<file path="config.mk">
export PLATFORM = sky130hd
export DESIGN_NAME = seq_serial_tx_flat
export DESIGN_NICKNAME = d
export VERILOG_FILES = /design/src/rtl/seq_pkg.sv /design/src/rtl/seq_serial_tx_if.sv /design/src/rtl/seq_match_counter.sv /design/src/rtl/seq_serial_tx.sv /design/src/flat_wrapper.sv
export SDC_FILE = /design/constraint.sdc
export NUM_CORES = 1
export LEC_CHECK = 0
export BUFFER_PORTS_ARGS = -buffer_cell sky130_fd_sc_hd__buf_2
export CORE_ASPECT_RATIO = 1.4
export CORE_MARGIN = 1
export CORE_UTILIZATION = 61
export CTS_CLUSTER_SIZE = 25
export DETAILED_ROUTE_END_ITERATION = 12
export GPL_ROUTABILITY_DRIVEN = 0
export PLACE_DENSITY_LB_ADDON = 0.15
export SYNTH_ARGS = -nofsm -noshare
export SYNTH_HDL_FRONTEND = slang
export SYNTH_SLANG_ARGS = --single-unit
</file>
<file path="constraint.sdc">
create_clock -name clk -period 3.55 [get_ports clk]
set_input_delay 0.5325 -clock clk [delete_from_list [all_inputs] [get_ports clk]]
set_output_delay 0.5325 -clock clk [all_outputs]
set_load 0.005 [all_outputs]
</file>
<file path="src/rtl/seq_pkg.sv">
// Shared types and constants for the serial bit-stream transmitter.
// The optional pattern counter is enabled with SEQ_TX_MATCH_COUNT_EN.
package seq_pkg;

  typedef enum logic [1:0] {
    IDLE  = 2'd0,
    SHIFT = 2'd1,
    GAP   = 2'd2
  } state_t;

  localparam logic [3:0] DEFAULT_PATTERN = 4'b1011;
  localparam int         MATCH_CNT_W     = 8;

  // Width of the len port: must be able to hold the value WIDTH itself.
  function automatic int len_width(input int width);
    return $clog2(width + 1);
  endfunction

endpackage

</file>
<file path="src/rtl/seq_serial_tx_if.sv">
// Load/serial bundle between a word source (master) and seq_serial_tx (slave).
interface seq_serial_tx_if
  import seq_pkg::*;
#(
  parameter int WIDTH = 16,
  parameter int LW    = len_width(WIDTH)
);

  // A word is taken on the rising edge where load and ready are both high;
  // ready never looks at load, and load while ready is low is simply dropped.
  logic [WIDTH-1:0]       din;
  logic [LW-1:0]          len;
  logic                   load;
  logic                   ready;
  logic                   x;
  logic                   x_valid;
  logic                   done;
  logic [MATCH_CNT_W-1:0] match_count;
  state_t                 dbg_state;

  modport master (
    output din, len, load,
    input  ready, x, x_valid, done, match_count, dbg_state
  );

  modport slave (
    input  din, len, load,
    output ready, x, x_valid, done, match_count, dbg_state
  );

endinterface

</file>
<file path="src/rtl/seq_match_counter.sv">
// Mealy matcher on the transmitted bit stream with a saturating occurrence count.
// Only instantiated when SEQ_TX_MATCH_COUNT_EN is defined.
module seq_match_counter
  import seq_pkg::*;
#(
  parameter int            PW      = 4,
  parameter logic [PW-1:0] PATTERN = DEFAULT_PATTERN
) (
  input  logic                   clk,
  input  logic                   reset,
  input  logic                   i_x,
  input  logic                   i_x_valid,
  output logic [MATCH_CNT_W-1:0] o_count
);

  localparam int             FW   = $clog2(PW);
  localparam logic [FW-1:0]  FULL = FW'(PW - 1);

  logic [PW-2:0]          r_hist;
  logic [FW-1:0]          r_fill;
  logic [MATCH_CNT_W-1:0] r_count;
  logic [PW-1:0]          w_window;
  logic                   w_hit;

  assign w_window = {r_hist, i_x};
  // History must hold PW-1 real bits before a window can match.
  assign w_hit    = i_x_valid && (r_fill == FULL) && (w_window == PATTERN);
  assign o_count  = r_count;

  always_ff @(posedge clk or posedge reset) begin
    if (reset) begin
      r_hist  <= '0;
      r_fill  <= '0;
      r_count <= '0;
    end else if (!i_x_valid) begin
      r_hist <= '0;
      r_fill <= '0;
    end else begin
      r_hist <= w_window[PW-2:0];
      if (r_fill != FULL) begin
        r_fill <= r_fill + 1'b1;
      end
      if (w_hit && (r_count != '1)) begin
        r_count <= r_count + 1'b1;
      end
    end
  end

endmodule

</file>
<file path="src/rtl/seq_serial_tx.sv">
// Parallel-to-serial transmitter: MSB-first bits with a valid strobe and done pulse.
// Define SEQ_TX_MATCH_COUNT_EN to build the PATTERN occurrence counter.
module seq_serial_tx
  import seq_pkg::*;
#(
  parameter int         WIDTH      = 16,
  parameter int         GAP_CYCLES = 0,
  parameter logic       IDLE_LEVEL = 1'b0,
  parameter logic [3:0] PATTERN    = DEFAULT_PATTERN
) (
  input  logic         clk,
  input  logic         reset,
  seq_serial_tx_if.slave bus
);

  localparam int             LW       = len_width(WIDTH);
  localparam int             GW       = (GAP_CYCLES > 0) ? $clog2(GAP_CYCLES + 1) : 1;
  localparam logic [LW-1:0]  WIDTH_L  = LW'(WIDTH);
  localparam logic [GW-1:0]  GAP_LAST = (GAP_CYCLES > 0) ? GW'(GAP_CYCLES - 1) : '0;

  state_t                 r_state;
  logic [WIDTH-1:0]       r_shreg;
  logic [LW-1:0]          r_bits_left;
  logic [GW-1:0]          r_gap_cnt;
  logic                   r_x;
  logic                   r_x_valid;
  logic                   r_done;

  logic [LW-1:0]          w_len_eff;
  logic [WIDTH-1:0]       w_aligned;
  logic                   w_last_bit;
  logic                   w_ready;
  logic                   w_accept;
  logic [MATCH_CNT_W-1:0] w_match_count;

  // len of 0 or anything above WIDTH means a full-width word.
  assign w_len_eff  = ((bus.len == '0) || (bus.len > WIDTH_L)) ? WIDTH_L : bus.len;
  // Left-align so the first bit to send sits at the MSB of the shifter.
  assign w_aligned  = bus.din << (WIDTH_L - w_len_eff);
  assign w_last_bit = (r_state == SHIFT) && (r_bits_left == '0);
  assign w_ready    = (r_state == IDLE) || (w_last_bit && (GAP_CYCLES == 0));
  assign w_accept   = bus.load && w_ready;

  always_ff @(posedge clk or posedge reset) begin
    if (reset) begin
      r_state     <= IDLE;
      r_shreg     <= '0;
      r_bits_left <= '0;
      r_gap_cnt   <= '0;
      r_x         <= IDLE_LEVEL;
      r_x_valid   <= 1'b0;
      r_done      <= 1'b0;
    end else if (w_accept) begin
      r_state     <= SHIFT;
      r_x         <= w_aligned[WIDTH-1];
      r_x_valid   <= 1'b1;
      r_shreg     <= w_aligned << 1;
      r_bits_left <= w_len_eff - 1'b1;
      r_done      <= (w_len_eff == LW'(1));
    end else begin
      case (r_state)
        IDLE: begin
          r_x       <= IDLE_LEVEL;
          r_x_valid <= 1'b0;
          r_done    <= 1'b0;
        end
        SHIFT: begin
          if (r_bits_left == '0) begin
            r_x       <= IDLE_LEVEL;
            r_x_valid <= 1'b0;
            r_done    <= 1'b0;
            if (GAP_CYCLES > 0) begin
              r_state   <= GAP;
              r_gap_cnt <= GAP_LAST;
            end else begin
              r_state <= IDLE;
            end
          end else begin
            r_x         <= r_shreg[WIDTH-1];
            r_shreg     <= r_shreg << 1;
            r_bits_left <= r_bits_left - 1'b1;
            r_done      <= (r_bits_left == LW'(1));
          end
        end
        GAP: begin
          r_x       <= IDLE_LEVEL;
          r_x_valid <= 1'b0;
          r_done    <= 1'b0;
          if (r_gap_cnt == '0) begin
            r_state <= IDLE;
          end else begin
            r_gap_cnt <= r_gap_cnt - 1'b1;
          end
        end
        default: begin
          r_state   <= IDLE;
          r_x       <= IDLE_LEVEL;
          r_x_valid <= 1'b0;
          r_done    <= 1'b0;
        end
      endcase
    end
  end

`ifdef SEQ_TX_MATCH_COUNT_EN
  seq_match_counter #(
    .PW      (4),
    .PATTERN (PATTERN)
  ) u_match (
    .clk       (clk),
    .reset     (reset),
    .i_x       (r_x),
    .i_x_valid (r_x_valid),
    .o_count   (w_match_count)
  );
`else
  logic w_unused_pattern;
  assign w_unused_pattern = ^PATTERN;
  assign w_match_count    = '0;
`endif

  assign bus.ready       = w_ready;
  assign bus.x           = r_x;
  assign bus.x_valid     = r_x_valid;
  assign bus.done        = r_done;
  assign bus.match_count = w_match_count;
  assign bus.dbg_state   = r_state;

endmodule

</file>
<file path="src/flat_wrapper.sv">
// flat-port wrapper written by rule: the top's interface ports become plain ports
module seq_serial_tx_flat import seq_pkg::*;
#(
  parameter int         WIDTH      = 16,
  parameter int         GAP_CYCLES = 0,
  parameter logic       IDLE_LEVEL = 1'b0,
  parameter logic [3:0] PATTERN    = DEFAULT_PATTERN
)
  (clk, reset, bus_din, bus_len, bus_load, bus_ready, bus_x, bus_x_valid, bus_done, bus_match_count, bus_dbg_state);
  seq_serial_tx_if #(.WIDTH(WIDTH)) bus_i ();
  input  logic clk;
  input  logic reset;
  input wire logic [$bits(bus_i.din)-1:0] bus_din;
  input wire logic [$bits(bus_i.len)-1:0] bus_len;
  input wire logic [$bits(bus_i.load)-1:0] bus_load;
  output wire logic [$bits(bus_i.ready)-1:0] bus_ready;
  output wire logic [$bits(bus_i.x)-1:0] bus_x;
  output wire logic [$bits(bus_i.x_valid)-1:0] bus_x_valid;
  output wire logic [$bits(bus_i.done)-1:0] bus_done;
  output wire logic [$bits(bus_i.match_count)-1:0] bus_match_count;
  output wire logic [$bits(bus_i.dbg_state)-1:0] bus_dbg_state;
  assign bus_i.din = bus_din;
  assign bus_i.len = bus_len;
  assign bus_i.load = bus_load;
  assign bus_ready = bus_i.ready;
  assign bus_x = bus_i.x;
  assign bus_x_valid = bus_i.x_valid;
  assign bus_done = bus_i.done;
  assign bus_match_count = bus_i.match_count;
  assign bus_dbg_state = bus_i.dbg_state;
  seq_serial_tx #(.WIDTH(WIDTH), .GAP_CYCLES(GAP_CYCLES), .IDLE_LEVEL(IDLE_LEVEL), .PATTERN(PATTERN)) u_core (.clk(clk), .reset(reset), .bus(bus_i));
endmodule
</file>
==> run metrics, run 1 <==
Ys Warns=0; root buf cell=clkbuf_8; final setup vio count=0; Setup Skew=3.12 ps; Clock transition at path regs=80 ps; Layout Area Growth over Synthesis=9.00%; routed len/inst=17.1 microns; Worst Path Max Fanout=5; clk buf depth=2; Worst Path Required=3690 ps; gr ovfl total=0; vias in the first global route=1762; Die ar.=3780 sq um; outcome=complete, no violations; Max Fclk=0.316 GHz; Levels on crit path=9; Worst Tran Pin Value=883 ps; fraction of registers with async set/reset=100%; cell breakdown of the critical path=buf_2 -> or4_1 -> ha_1 -> nand2b_1 -> ha_1 -> mux4_2 -> and2_1 -> a2111oi_1 -> a2111oi_2; cell leakage power=1.09 nW; Via density=6.29; Reg2Reg Depth=8; Hold Slack=440 ps; kind of critical path=in -> reg; worst rel slew slack=41.1%; 1st-iter DRT viols=92; sequential fraction of the synthesis area=27.9%; DIE WIDTH=52.2 microns; fin. max-slew vios=0; Unique masters post-synth=53; Final min period=3170 ps; Port Buffer Count=28; Post-Syn Area=2150 sq um; first-pass GRT wire length=8250 microns; Mean Syn Cell Area=9.58 sq um; Yosys reg bits=24; pwr/cell area=465 nW/um^2; # rows=25; Setup crit end kind=flop; setup tns final=0 ps; Clk Latency, worst-skew pair=270 ps; core box area=3380 sq um; CP delay by family, top=simple AND/OR/NAND/NOR gates; worst hold path class=in -> async; largest net degree at the start of global routing=25; initial antenna violation count=0; Post-synth EDFFs=0; final wirelength=5000 microns; hold_buf cts=0; Synth Instances=225; most common cell after layout, fill and taps aside=buf_2; first-pass detailed-route iteration total=4; effective utilization at floorplan=63.8%; CTS tree=built; commonest non-fill, non-tap cells in the layout=buf_2 (28), mux2i_1 (24), dfrtp_1 (24), nand2_1 (16), a21oi_1 (15); die height=72.3 microns; crit path DAT=3310 ps; DRT antenna net count=0; total track usage=29.3%; layout net count=285; DRC=0; CP dominant cell by count=ha_1; max-cap viol count=0; critical path's largest stage delay=520 ps; final worst path period share=89.2%; DPL Wire Length=3830 microns; slowest cell on the critical path=or4_1; clock sink count=24; via count=1838; RSZ-0062 raised after global routing=false; number of CTS-inserted buffers=3; I/O pin count=38; Worst IR Drop VDD=0.272 mV; post-cts resize count=0; ANT cells=0; Max H-tree Level=1; Post-CTS Setup Inserts=0; layout cells sized above 1=24.2%; Final Hold Fails=0; Synth Flop Type=dfrtp_1; Crit path buffers/inverters=1; CP startpoint kind=primary input
-- kinds of logic after synthesis --
group | after synthesis | share of synthesized area (%)
multiplexers | 35 | 22.1
buffers and inverters | 34 | 8.94
flip-flops | 24 | 27.9
adder cells (fa/ha/maj) | 7 | 4.06
AO/OA/AOI/OAI | 54 | 18.9
other | 1 | 0.174
AND/OR/NAND/NOR | 64 | 15.5
XOR/XNOR | 6 | 2.44
-- per-layer routing --
metal	part of all wire, %	up-vias	track usage [%]
met2	53	63	51.9
met4	2.4	0	11.7
met1	41	881	36.6
li1	-	885	-
met3	3.5	9	1.26
met5	0	-	0
-- sequential cells by signal, indices dropped and copies added, names as in the netlist --
signal	flops
u_core.bus.x_valid	1
u_core.r_shreg	15
u_core.bus.dbg_state	1
u_core.bus.done	1
u_core.r_bits_left	5
u_core.bus.x	1
-- cell usage after synthesis (all sizes together), types with 3 or more instances --
cell type | instances | area share (%)
nand4 | 4 | 1.2
o22ai | 3 | 0.87
ha | 7 | 4.1
a21oi | 15 | 3.5
nand2b | 5 | 1.5
xnor2 | 5 | 2.0
nand3 | 6 | 1.4
buf | 16 | 5.6
and3 | 8 | 2.3
clkbuf | 6 | 1.0
o21ai | 9 | 2.1
o221ai | 3 | 1.2
dfrtp | 24 | 28
mux4 | 10 | 10
o211ai | 3 | 1.0
a2111oi | 3 | 2.4
nor2 | 13 | 2.3
mux2i | 24 | 11
inv | 12 | 2.3
nand2 | 16 | 2.8
-- power breakdown --
group | internal [mW] | total [mW] | switching, mW | leakage (nW)
clock network | 0.0760 | 0.158 | 0.0816 | 0.0216
registers | 0.370 | 0.442 | 0.0720 | 0.308
logic | 0.230 | 0.493 | 0.263 | 0.760
-- worst paths after layout --
| kind | endpoint | from | slack [ps] |
|---|---|---|---|
| max reg2reg | u_core.r_shreg[2] | u_core.r_bits_left[0] | 1330 |
| max in group asynchronous | u_core.r_shreg[6] | reset | 2570 |
| min | u_core.r_bits_left[2] | reset | 440 |
| min reg2reg | u_core.bus.x_valid | u_core.bus.x_valid | 470 |
| min in group clk | u_core.bus.x_valid | u_core.bus.x_valid | 470 |
| max | u_core.r_shreg[15] | bus_len[1] | 380 |
-- stage by stage --
step / cells / total power [mW] / setup slack (ps) / utilization [%] / area, sq um
final: 292 / 1.09 / 382 / 69.5 / 2350
after global routing: 292 / 1.18 / 259 / 69.5 / 2350
after CTS: 292 / 1.09 / 381 / 69.5 / 2350
after detailed placement: 289 / 0.937 / 109 / 68.3 / 2310
after global placement: 289 / 0.920 / 138 / 68.3 / 2310
after floorplan: 233 / 0.799 / 387 / - / 2180
-- layout make-up --
class | count | area, sq um
tap | 40 | 50.0
sequential | 24 | 601
inverter | 12 | 50.0
multi-input combinational | 175 | 1390
timing repair buffer | 38 | 215
fill | 277 | 1030
clock buffer | 3 | 41.3
Power figures use the tool's default switching activity.
==> run 2, diff against run 1 <==
MAX_ROUTING_LAYER = met4   (was unset)
==> run 2 against run 1 <==
Against the previous run: clock-buffer cell count is the same; hold slack got worse by 2.2 ps; via count fell by 0.27%; combinational power about the same; first-iteration DRC count fell by 12%; die area is the same; utilization unchanged; wire length down 0.64%; highest routed layer unchanged; sequential share of layout area unchanged; critical endpoint unchanged.
==> run metrics, run 2 (same netlist as run 1, synthesis figures left out) <==
layout net count=285; most common cell after layout, fill and taps aside=buf_2; outcome=complete, no violations; Worst Path Required=3680 ps; clk buf depth=2; Final Hold Fails=0; switch share=38.1%; effective utilization at floorplan=63.8%; internal power=0.675 mW; Reg area=601 sq um; layout cells sized above 1=24.2%; max-cap viol count=0; CP startpoint kind=primary input; DPL Wire Length=3830 microns; gr ovfl total=0; Via density=6.28; DRT antenna net count=0; first-pass detailed-route iteration total=4; combinational power share=45.2%; Reg with most FFs=u_core.r_shreg; CTS tree=built; Clk Latency, worst-skew pair=270 ps; worst rel slew slack=41.9%; core box area=3380 sq um; commonest non-fill, non-tap cells in the layout=buf_2 (28), mux2i_1 (24), dfrtp_1 (24), nand2_1 (16), a21oi_1 (15); Top Registers=u_core.r_shreg x15, u_core.r_bits_left x5; FILL cells=277; CP dominant cell by count=ha_1; RSZ-0062 raised after global routing=false; post-route design area=2350 sq um; Setup crit end kind=flop; Port Buffer Count=28; root buf cell=clkbuf_8; fin. max-slew vios=0; first-pass GRT wire length=8250 microns; DRC=0; post-cts resize count=0; Clock transition at path regs=80 ps; largest net degree at the start of global routing=25; crit path DAT=3310 ps; max reg flops=15; 1st-iter DRT viols=81; final wirelength=4970 microns; Max Fclk=0.315 GHz; ANT cells=0; worst hold path class=in -> async; vias in the first global route=1761; Worst Setup SP=bus_len[1]; via count=1833; clock sink count=24; Reg2Reg Depth=8; flop2flop setup slack=1330 ps; hold_buf cts=0; initial antenna violation count=0; cell breakdown of the critical path=buf_2 -> or4_1 -> ha_1 -> nand2b_1 -> ha_1 -> mux4_2 -> and2_1 -> a2111oi_1 -> a2111oi_2; Setup Skew=2.83 ps; Worst IR Drop VDD=0.271 mV; clock share of power=14.3%; reg2reg end=u_core.r_shreg[2]; setup tns final=0 ps; Worst Path Max Fanout=5; Max H-tree Level=1; final worst path period share=89.3%; number of CTS-inserted buffers=3; total track usage=30.1%; Final min period=3170 ps; Layout Area Growth over Synthesis=9.00%; Psw=0.416 mW; Sequential Power Share=40.5%; cell leakage power=1.09 nW; slowest cell on the critical path=or4_1; critical path's largest stage delay=520 ps; footprint of the multi-input gates=1390 sq um; Die ar.=3780 sq um; die height=72.3 microns; final setup vio count=0; dpl cell area=2310 sq um; # rows=25; I/O pin count=38; Post-CTS Setup Inserts=0; pwr/cell area=465 nW/um^2; routed len/inst=17.0 microns; reg-to-reg startpoint=u_core.r_bits_left[0]; DIE WIDTH=52.2 microns; kind of critical path=in -> reg; Worst Tran Pin Value=871 ps
[run 2: metrics by stage]
| step | utilization (%) | instances | hold WS (ps) | power, mW | setup slack [ps] |
|---|---|---|---|---|---|
| floorplan | - | 233 | 454 | 0.799 | 387 |
| global placement | 68.3 | 289 | 455 | 0.920 | 138 |
| detailed placement | 68.3 | 289 | 462 | 0.937 | 109 |
| CTS | 69.5 | 292 | 473 | 1.09 | 381 |
| global route | 69.5 | 292 | 513 | 1.18 | 259 |
| finish | 69.5 | 292 | 438 | 1.09 | 378 |
[run 2: worst max path at each step]
stage / end / slack (ps) / cells after the start
global route: u_core.r_shreg[2] / 260 / 10
floorplan: u_core.r_shreg[15] / 390 / 8
finish: u_core.r_shreg[15] / 380 / 9
detailed placement: u_core.r_shreg[15] / 110 / 9
CTS: u_core.r_shreg[15] / 380 / 9
global placement: u_core.r_shreg[15] / 140 / 9
[run 2: worst max-delay path: cells and delay by family]
kind / cells / cell delay [ps]
AO/OA/AOI/OAI: 2 / 580
adder cells (fa/ha/maj): 2 / 690
buffers and inverters: 1 / 120
multiplexers: 1 / 500
AND/OR/NAND/NOR: 3 / 870
[run 2: area by class of cell]
class / count / share of cell area [%]
clock buffers: 3 / 1.76
multi-input cells: 175 / 59.2
inverters: 12 / 2.13
well taps: 40 / 2.13
flip-flops and latches: 24 / 25.6
repair buffers: 38 / 9.16
[run 2: per-layer routing]
| layer | part of all wire (%) | vias up | wire, microns | track usage, % |
|---|---|---|---|---|
| met5 | 0 | - | 0 | - |
| li1 | - | 880 | - | - |
| met4 | 2.4 | 0 | 120 | 11.7 |
| met1 | 41 | 881 | 2040 | 36.4 |
| met2 | 53 | 63 | 2630 | 52.0 |
| met3 | 3.7 | 9 | 184 | 1.26 |
[run 2: power groups by stage]
stage,Clock [mW],Sequential [mW],Combinational [mW]
finish,0.156,0.443,0.493
global route,0.169,0.453,0.555
CTS,0.159,0.440,0.493
detailed placement,0,0.446,0.491
global placement,0,0.441,0.480
floorplan,0,0.424,0.375
